`src/rtl/imem_pkg.sv`:
```
// Shared types and constants for the instruction-memory loader.
// Word layout is little-endian: byte k of the stream lands in bits [8k+7:8k].
package imem_pkg;

  localparam int IMEM_DEPTH     = 64;
  localparam int BYTES_PER_WORD = 4;

  typedef enum logic [1:0] {
    IDLE  = 2'd0,
    RECV  = 2'd1,
    WRITE = 2'd2
  } loader_state_t;

  typedef logic [31:0] imem_word_t;

endpackage

```
`src/rtl/imem_loader_if.sv`:
```
// Control, byte-stream and memory-write bundle of the loader.
// The master side is the loader itself; the slave side is the host/memory environment.
interface imem_loader_if #(parameter int CNT_W = 7);
  import imem_pkg::*;

  logic             start;
  logic [CNT_W-1:0] num_words;
  logic             abort;
  logic             in_valid;
  logic [7:0]       in_data;
  logic             in_ready;
  logic [31:0]      mem_addr;
  imem_word_t       mem_wdata;
  logic             mem_we;
  logic             cpu_stall;
  logic             busy;
  logic             done;
  logic             err;

  modport master (
    input  start, num_words, abort, in_valid, in_data,
    output in_ready, mem_addr, mem_wdata, mem_we, cpu_stall, busy, done, err
  );

  modport slave (
    output start, num_words, abort, in_valid, in_data,
    input  in_ready, mem_addr, mem_wdata, mem_we, cpu_stall, busy, done, err
  );

endinterface

```
`src/rtl/imem_word_packer.sv`:
```
// Byte shift-in register: places each accepted byte in its little-endian lane
// and flags the shift that completes a 32-bit word.
module imem_word_packer
  import imem_pkg::*;
(
  input  logic       clk,
  input  logic       rst_n,
  input  logic       clear,
  input  logic       shift_en,
  input  logic [7:0] byte_in,
  output imem_word_t word_next,
  output logic       word_full
);

  logic [1:0] byte_cnt_r;
  imem_word_t word_r;

  // Word as it looks with the incoming byte merged into its lane
  always_comb begin
    word_next = word_r;
    word_next[{byte_cnt_r, 3'b000} +: 8] = byte_in;
    word_full = shift_en && (byte_cnt_r == 2'd3);
  end

  // Byte counter and partial word; clear drops any partial word
  always_ff @(posedge clk or negedge rst_n) begin
    if (!rst_n) begin
      byte_cnt_r <= 2'd0;
      word_r     <= 32'h0000_0000;
    end else if (clear) begin
      byte_cnt_r <= 2'd0;
    end else if (shift_en) begin
      word_r     <= word_next;
      byte_cnt_r <= byte_cnt_r + 2'd1;
    end
  end

endmodule

```
`src/rtl/imem_loader.sv`:
```
// Instruction-memory loader: assembles a byte stream into words, writes them
// one per WRITE cycle from BASE_ADDR upward and stalls the CPU while loading.
module imem_loader
  import imem_pkg::*;
#(
  parameter int          DEPTH     = IMEM_DEPTH,
  parameter logic [31:0] BASE_ADDR = 32'h0000_0000,
  parameter int          CNT_W     = $clog2(DEPTH + 1)
) (
  input  logic          clk,
  input  logic          rst_n,
  imem_loader_if.master bus
);

  loader_state_t    state_r;
  logic [CNT_W-1:0] num_words_r;
  logic [CNT_W-1:0] word_cnt_r;
  logic [CNT_W-1:0] word_cnt_inc_s;
  logic [31:0]      mem_addr_r;
  imem_word_t       mem_wdata_r;
  logic             mem_we_r;
  logic             in_ready_r;
  logic             busy_r;
  logic             done_r;
  logic             err_r;

  logic             len_ok_s;
  logic             shift_en_s;
  logic             pack_clear_s;
  logic             word_full_s;
  imem_word_t       word_next_s;
  logic [31:0]      word_addr_s;

  // Handshake qualification, packer control and address generation
  always_comb begin
    len_ok_s       = (bus.num_words >= CNT_W'(1)) && (bus.num_words <= CNT_W'(DEPTH));
    shift_en_s     = (state_r == RECV) && bus.in_valid && in_ready_r && !bus.abort;
    pack_clear_s   = ((state_r == IDLE) && bus.start) || (state_r == WRITE) ||
                     ((state_r == RECV) && bus.abort);
    word_cnt_inc_s = word_cnt_r + CNT_W'(1);
    word_addr_s    = BASE_ADDR + (32'(word_cnt_r) * 32'(BYTES_PER_WORD));
  end

  imem_word_packer u_packer (
    .clk       (clk),
    .rst_n     (rst_n),
    .clear     (pack_clear_s),
    .shift_en  (shift_en_s),
    .byte_in   (bus.in_data),
    .word_next (word_next_s),
    .word_full (word_full_s)
  );

  // Load sequencer with all outputs registered
  always_ff @(posedge clk or negedge rst_n) begin
    if (!rst_n) begin
      state_r     <= IDLE;
      num_words_r <= {CNT_W{1'b0}};
      word_cnt_r  <= {CNT_W{1'b0}};
      mem_addr_r  <= BASE_ADDR;
      mem_wdata_r <= 32'h0000_0000;
      mem_we_r    <= 1'b0;
      in_ready_r  <= 1'b0;
      busy_r      <= 1'b0;
      done_r      <= 1'b0;
      err_r       <= 1'b0;
    end else begin
      case (state_r)
        IDLE: begin
          mem_we_r   <= 1'b0;
          in_ready_r <= 1'b0;
          busy_r     <= 1'b0;
          if (bus.start && len_ok_s) begin
            num_words_r <= bus.num_words;
            word_cnt_r  <= {CNT_W{1'b0}};
            done_r      <= 1'b0;
            err_r       <= 1'b0;
            in_ready_r  <= 1'b1;
            busy_r      <= 1'b1;
            state_r     <= RECV;
          end else if (bus.start) begin
            err_r  <= 1'b1;
            done_r <= 1'b0;
          end
        end
        RECV: begin
          mem_we_r <= 1'b0;
          if (bus.abort) begin
            in_ready_r <= 1'b0;
            busy_r     <= 1'b0;
            state_r    <= IDLE;
          end else if (word_full_s) begin
            // Word complete: present it together with the strobe next cycle
            mem_we_r    <= 1'b1;
            mem_addr_r  <= word_addr_s;
            mem_wdata_r <= word_next_s;
            in_ready_r  <= 1'b0;
            state_r     <= WRITE;
          end
        end
        WRITE: begin
          mem_we_r   <= 1'b0;
          word_cnt_r <= word_cnt_inc_s;
          if (bus.abort) begin
            busy_r  <= 1'b0;
            state_r <= IDLE;
          end else if (word_cnt_inc_s == num_words_r) begin
            busy_r  <= 1'b0;
            done_r  <= 1'b1;
            state_r <= IDLE;
          end else begin
            in_ready_r <= 1'b1;
            state_r    <= RECV;
          end
        end
        default: begin
          mem_we_r   <= 1'b0;
          in_ready_r <= 1'b0;
          busy_r     <= 1'b0;
          state_r    <= IDLE;
        end
      endcase
    end
  end

  assign bus.in_ready  = in_ready_r;
  assign bus.mem_addr  = mem_addr_r;
  assign bus.mem_wdata = mem_wdata_r;
  assign bus.mem_we    = mem_we_r;
  assign bus.cpu_stall = busy_r;
  assign bus.busy      = busy_r;
  assign bus.done      = done_r;
  assign bus.err       = err_r;

endmodule

```
`src/flat_wrapper.sv`:
```
// flat-port wrapper written by rule: the top's interface ports become plain ports
module imem_loader_flat import imem_pkg::*;
#(
  parameter int          DEPTH     = IMEM_DEPTH,
  parameter logic [31:0] BASE_ADDR = 32'h0000_0000,
  parameter int          CNT_W     = $clog2(DEPTH + 1)
)
  (clk, rst_n, bus_start, bus_num_words, bus_abort, bus_in_valid, bus_in_data, bus_in_ready, bus_mem_addr, bus_mem_wdata, bus_mem_we, bus_cpu_stall, bus_busy, bus_done, bus_err);
  imem_loader_if #(.CNT_W(CNT_W)) bus_i ();
  input  logic clk;
  input  logic rst_n;
  input wire logic [$bits(bus_i.start)-1:0] bus_start;
  input wire logic [$bits(bus_i.num_words)-1:0] bus_num_words;
  input wire logic [$bits(bus_i.abort)-1:0] bus_abort;
  input wire logic [$bits(bus_i.in_valid)-1:0] bus_in_valid;
  input wire logic [$bits(bus_i.in_data)-1:0] bus_in_data;
  output wire logic [$bits(bus_i.in_ready)-1:0] bus_in_ready;
  output wire logic [$bits(bus_i.mem_addr)-1:0] bus_mem_addr;
  output wire logic [$bits(bus_i.mem_wdata)-1:0] bus_mem_wdata;
  output wire logic [$bits(bus_i.mem_we)-1:0] bus_mem_we;
  output wire logic [$bits(bus_i.cpu_stall)-1:0] bus_cpu_stall;
  output wire logic [$bits(bus_i.busy)-1:0] bus_busy;
  output wire logic [$bits(bus_i.done)-1:0] bus_done;
  output wire logic [$bits(bus_i.err)-1:0] bus_err;
  assign bus_i.start = bus_start;
  assign bus_i.num_words = bus_num_words;
  assign bus_i.abort = bus_abort;
  assign bus_i.in_valid = bus_in_valid;
  assign bus_i.in_data = bus_in_data;
  assign bus_in_ready = bus_i.in_ready;
  assign bus_mem_addr = bus_i.mem_addr;
  assign bus_mem_wdata = bus_i.mem_wdata;
  assign bus_mem_we = bus_i.mem_we;
  assign bus_cpu_stall = bus_i.cpu_stall;
  assign bus_busy = bus_i.busy;
  assign bus_done = bus_i.done;
  assign bus_err = bus_i.err;
  imem_loader #(.DEPTH(DEPTH), .BASE_ADDR(BASE_ADDR), .CNT_W(CNT_W)) u_core (.clk(clk), .rst_n(rst_n), .bus(bus_i));
endmodule
```
`config.mk`:
```
export PLATFORM = sky130hd
export DESIGN_NAME = imem_loader_flat
export DESIGN_NICKNAME = d
export VERILOG_FILES = /design/src/rtl/imem_pkg.sv /design/src/rtl/imem_loader_if.sv /design/src/rtl/imem_word_packer.sv /design/src/rtl/imem_loader.sv /design/src/flat_wrapper.sv
export SDC_FILE = /design/constraint.sdc
export NUM_CORES = 1
export LEC_CHECK = 0
export BUFFER_PORTS_ARGS = -buffer_cell sky130_fd_sc_hd__buf_4
export CORE_ASPECT_RATIO = 1.1
export CORE_UTILIZATION = 34
export CTS_CLUSTER_SIZE = 8
export DETAILED_ROUTE_END_ITERATION = 10
export PLACE_DENSITY_LB_ADDON = 0.25
export SLEW_MARGIN = 20
export SYNTH_ARGS = -nofsm -noshare
export SYNTH_HDL_FRONTEND = slang
export SYNTH_SLANG_ARGS = --single-unit
export TNS_END_PERCENT = 20
```
`constraint.sdc`:
```
create_clock -name clk -period 5.85 [get_ports clk]
set_input_delay 0.585 -clock clk [delete_from_list [all_inputs] [get_ports clk]]
set_output_delay 0.585 -clock clk [all_outputs]
set_load 0.1 [all_outputs]
```
==> results.toml <==
[detailed_routing]
met3_length_um = 384
wl_per_cell_um = 14.1
top_layer = "met4"
met1_length_mm = 3.83
drt-total-wl_mm = 8.48
vias_per_cell = 4.86
met2WireLength_mm = 4.21
drtIter0Drc = 124
num_vias = 2919
final_antenna_net_count = 0
drt_pass1_iterations = 4
route.detailed.drc = 0

[timing]
fin_skew_ns = 0.00757
slew_headroom = 0.345
worst_pin_slew_ns = 0.975
finalSetupTns_ns = 0
min_period_ns = 2.47
hold_viol = 0
slew_viol_final = 0
setup_violations = 0
rsz0062_at_grt = "false"
period_share = 0.422
fmax_mhz = 405

[clocking]
clock_path_buffers = 2
clk_pin_slew_worst_paths_ns = 0.06
clk_latency_ns = 0.33
cts_tree = "built"
cts_sinks = 86
cts_resized = 0
cts_root_buf = "clkbuf_16"
htree_levels = 3
post_cts_buffers = 0
ctsHoldBuffers = 0
cts_buffers = 9

[global_routing]
grt.total_usage = 0.148
grt_max_degree = 74
grt_antenna_before_repair = 0
grt_pass1_wl_mm = 14.3
grt_pass1_vias = 2822
globalRouteOverflowTotal = 0

[synth]
synth_edf_count = 0
synth_top_family_by_area = "compound AO/OA/AOI/OAI gates"
yosysWarningCount = 0
ys_seq_area_frac = 0.531
syn_inst = 396
synth_fa_ha_area_frac = 0.0185
syn_avg_cell_area_um2 = 10.2
synth_top_cell_by_area = "dfrtp_1"
synth_compound_area_frac = 0.169
synthXorXnorAreaFrac = 0.0216
synth.distinct_cells = 40
ys_ff_latch = 86
yosysTopAreaCellShare = 0.531
synthFlopType = "dfrtp_1"
synth_area_mm2 = 0.00405
synth_area_leaders = "dfrtp_1, a22o_1, nand2_1, o21ai_0, buf_4"
ys_async_sr_fraction = 1.00
yosys.area_share.simple = 0.134
synthMuxAreaShare = 0.0451

[floorplan]
coreArea_mm2 = 0.0115
dieArea_mm2 = 0.0124
die-width_um = 106
die_h_um = 116
initial_utilization = 0.351
rows = 41
io_pins = 90

[place]
port_buffers = 64
gp_congestion = 0.788
dp_hpwl_mm = 6.05

[setup_path]
r2r_end = "u_core.u_packer.word_r[14]"
ff2ff_setup_slack_ns = 3.38
critPathCaptureType = "register"
rr_worst_depth = 6
crit_arrival_ns = 2.73
r2r_start = "u_core.u_packer.byte_cnt_r[0]"
worstPathMaxFanout = 9
worst_setup_path_start_kind = "register"
cp.required_ns = 6.12
crit_type = "register to register"

[power_and_ir_drop]
ir_drop_mv = 0.141
power_leakage_nw = 2.34
power.density_mw_per_mm2 = 301
finalPower_mw = 1.46

[outcome]
status = "finished clean"

[finish]
fillers = 1122
diodes = 0
area_growth_pct = 20.1
nets = 472
final_layout_size_suffix_gt1_frac = 0.220

[hold_path]
hold_path.class = "primary input to asynchronous set/reset pin"

[flow_run]
maxCapViolations = 0
[power breakdown]
| part | leakage (nW) | switching, mW | internal, mW |
|---|---|---|---|
| combinational | 1.02 | 0.146 | 0.0596 |
| sequential | 1.17 | 0.0229 | 0.626 |
| clock | 0.148 | 0.225 | 0.386 |
[area by class of cell]
cell class,count,area (um^2),share of cell area
clock buffer,11,243,0.0499
clock inverter,5,82.6,0.0170
inverter,8,30.0,0.00617
multi-input combinational,275,1680,0.344
sequential,86,2150,0.442
tap,150,188,0.0386
timing repair buffer,66,495,0.102
[per-layer routing]
| layer | GRT usage | up-vias |
|---|---|---|
| met5 | 0 | - |
| met4 | 0.0287 | 0 |
| met3 | 0.0379 | 8 |
| met2 | 0.255 | 81 |
| met1 | 0.190 | 1414 |
| li1 | - | 1416 |
[metrics by stage]
stage / hold WS [ns] / std cells / util / setup slack [ns] / instance area, um^2
final: 0.164 / 601 / 0.422 / 3.38 / 4870
after floorplan: 0.289 / 420 / - / 3.58 / 4140
after global routing: 0.187 / 601 / 0.422 / 3.13 / 4870
after global placement: 0.467 / 585 / 0.393 / 3.06 / 4540
after detailed placement: 0.473 / 585 / 0.393 / 2.98 / 4540
after CTS: 0.173 / 601 / 0.421 / 3.24 / 4860
[logic make-up after synthesis]
| kind of cell | Yosys count |
|---|---|
| flip-flops | 86 |
| other | 1 |
| XOR/XNOR | 10 |
| buffers and inverters | 59 |
| AND/OR/NAND/NOR | 111 |
| adder cells (fa/ha/maj) | 6 |
| AO/OA/AOI/OAI | 107 |
| multiplexers | 16 |
[how the worst max path moves through the flow]
stage,startpoint,endpoint,slack (ns)
CTS,u_core.state_r[0],u_core.bus.mem_addr[6],3.24
detailed placement,bus_abort,u_core.bus.mem_addr[7],2.98
floorplan,bus_num_words[1],u_core.bus.in_ready,3.58
global placement,bus_abort,u_core.bus.mem_addr[8],3.06
finish,u_core.u_packer.byte_cnt_r[0],u_core.u_packer.word_r[14],3.38
global route,u_core.u_packer.byte_cnt_r[0],u_core.u_packer.word_r[15],3.13
[cell usage in the layout, fill, tap and decap left out, drive strengths merged, types with 11 or more instances in the layout]
cell / count
mux2: 15
o21ai: 40
conb: 25
dfrtp: 86
nor2b: 25
nand2: 55
clkbuf: 11
a22o: 26
buf: 66
a21oi: 26
[cells in the mapped netlist, types with 3 or more instances]
cell type	instances
a21oi_1	26
a22o_1	26
and2_1	5
and3_1	3
buf_1	8
buf_4	26
clkbuf_1	15
dfrtp_1	86
ha_1	6
inv_1	8
mux2_2	14
nand2_1	55
nand3_1	6
nor2_1	4
nor2b_1	25
nor3_1	4
o21ai_0	40
o31ai_1	4
xnor2_1	8
[registers in the layout (all words and copies together), names as in the netlist]
register	count
u_core.bus.in_ready	1
u_core.bus.mem_addr	7
u_core.bus.mem_we	1
u_core.bus.mem_wdata	32
u_core.bus.done	1
u_core.state_r	2
u_core.u_packer.byte_cnt_r	2
u_core.bus.busy	1
u_core.bus.err	1
u_core.word_cnt_r	7
u_core.u_packer.word_r	24
u_core.num_words_r	7
[worst max-delay path, cell delays in order (launching register included)]
cell	delay, ns
dfrtp_1	0.47
inv_1	0.14
ha_1	0.38
nand2_1	0.07
nor3_1	0.75
and2_1	0.41
a22o_1	0.19
(Power assumes the default switching activity.)
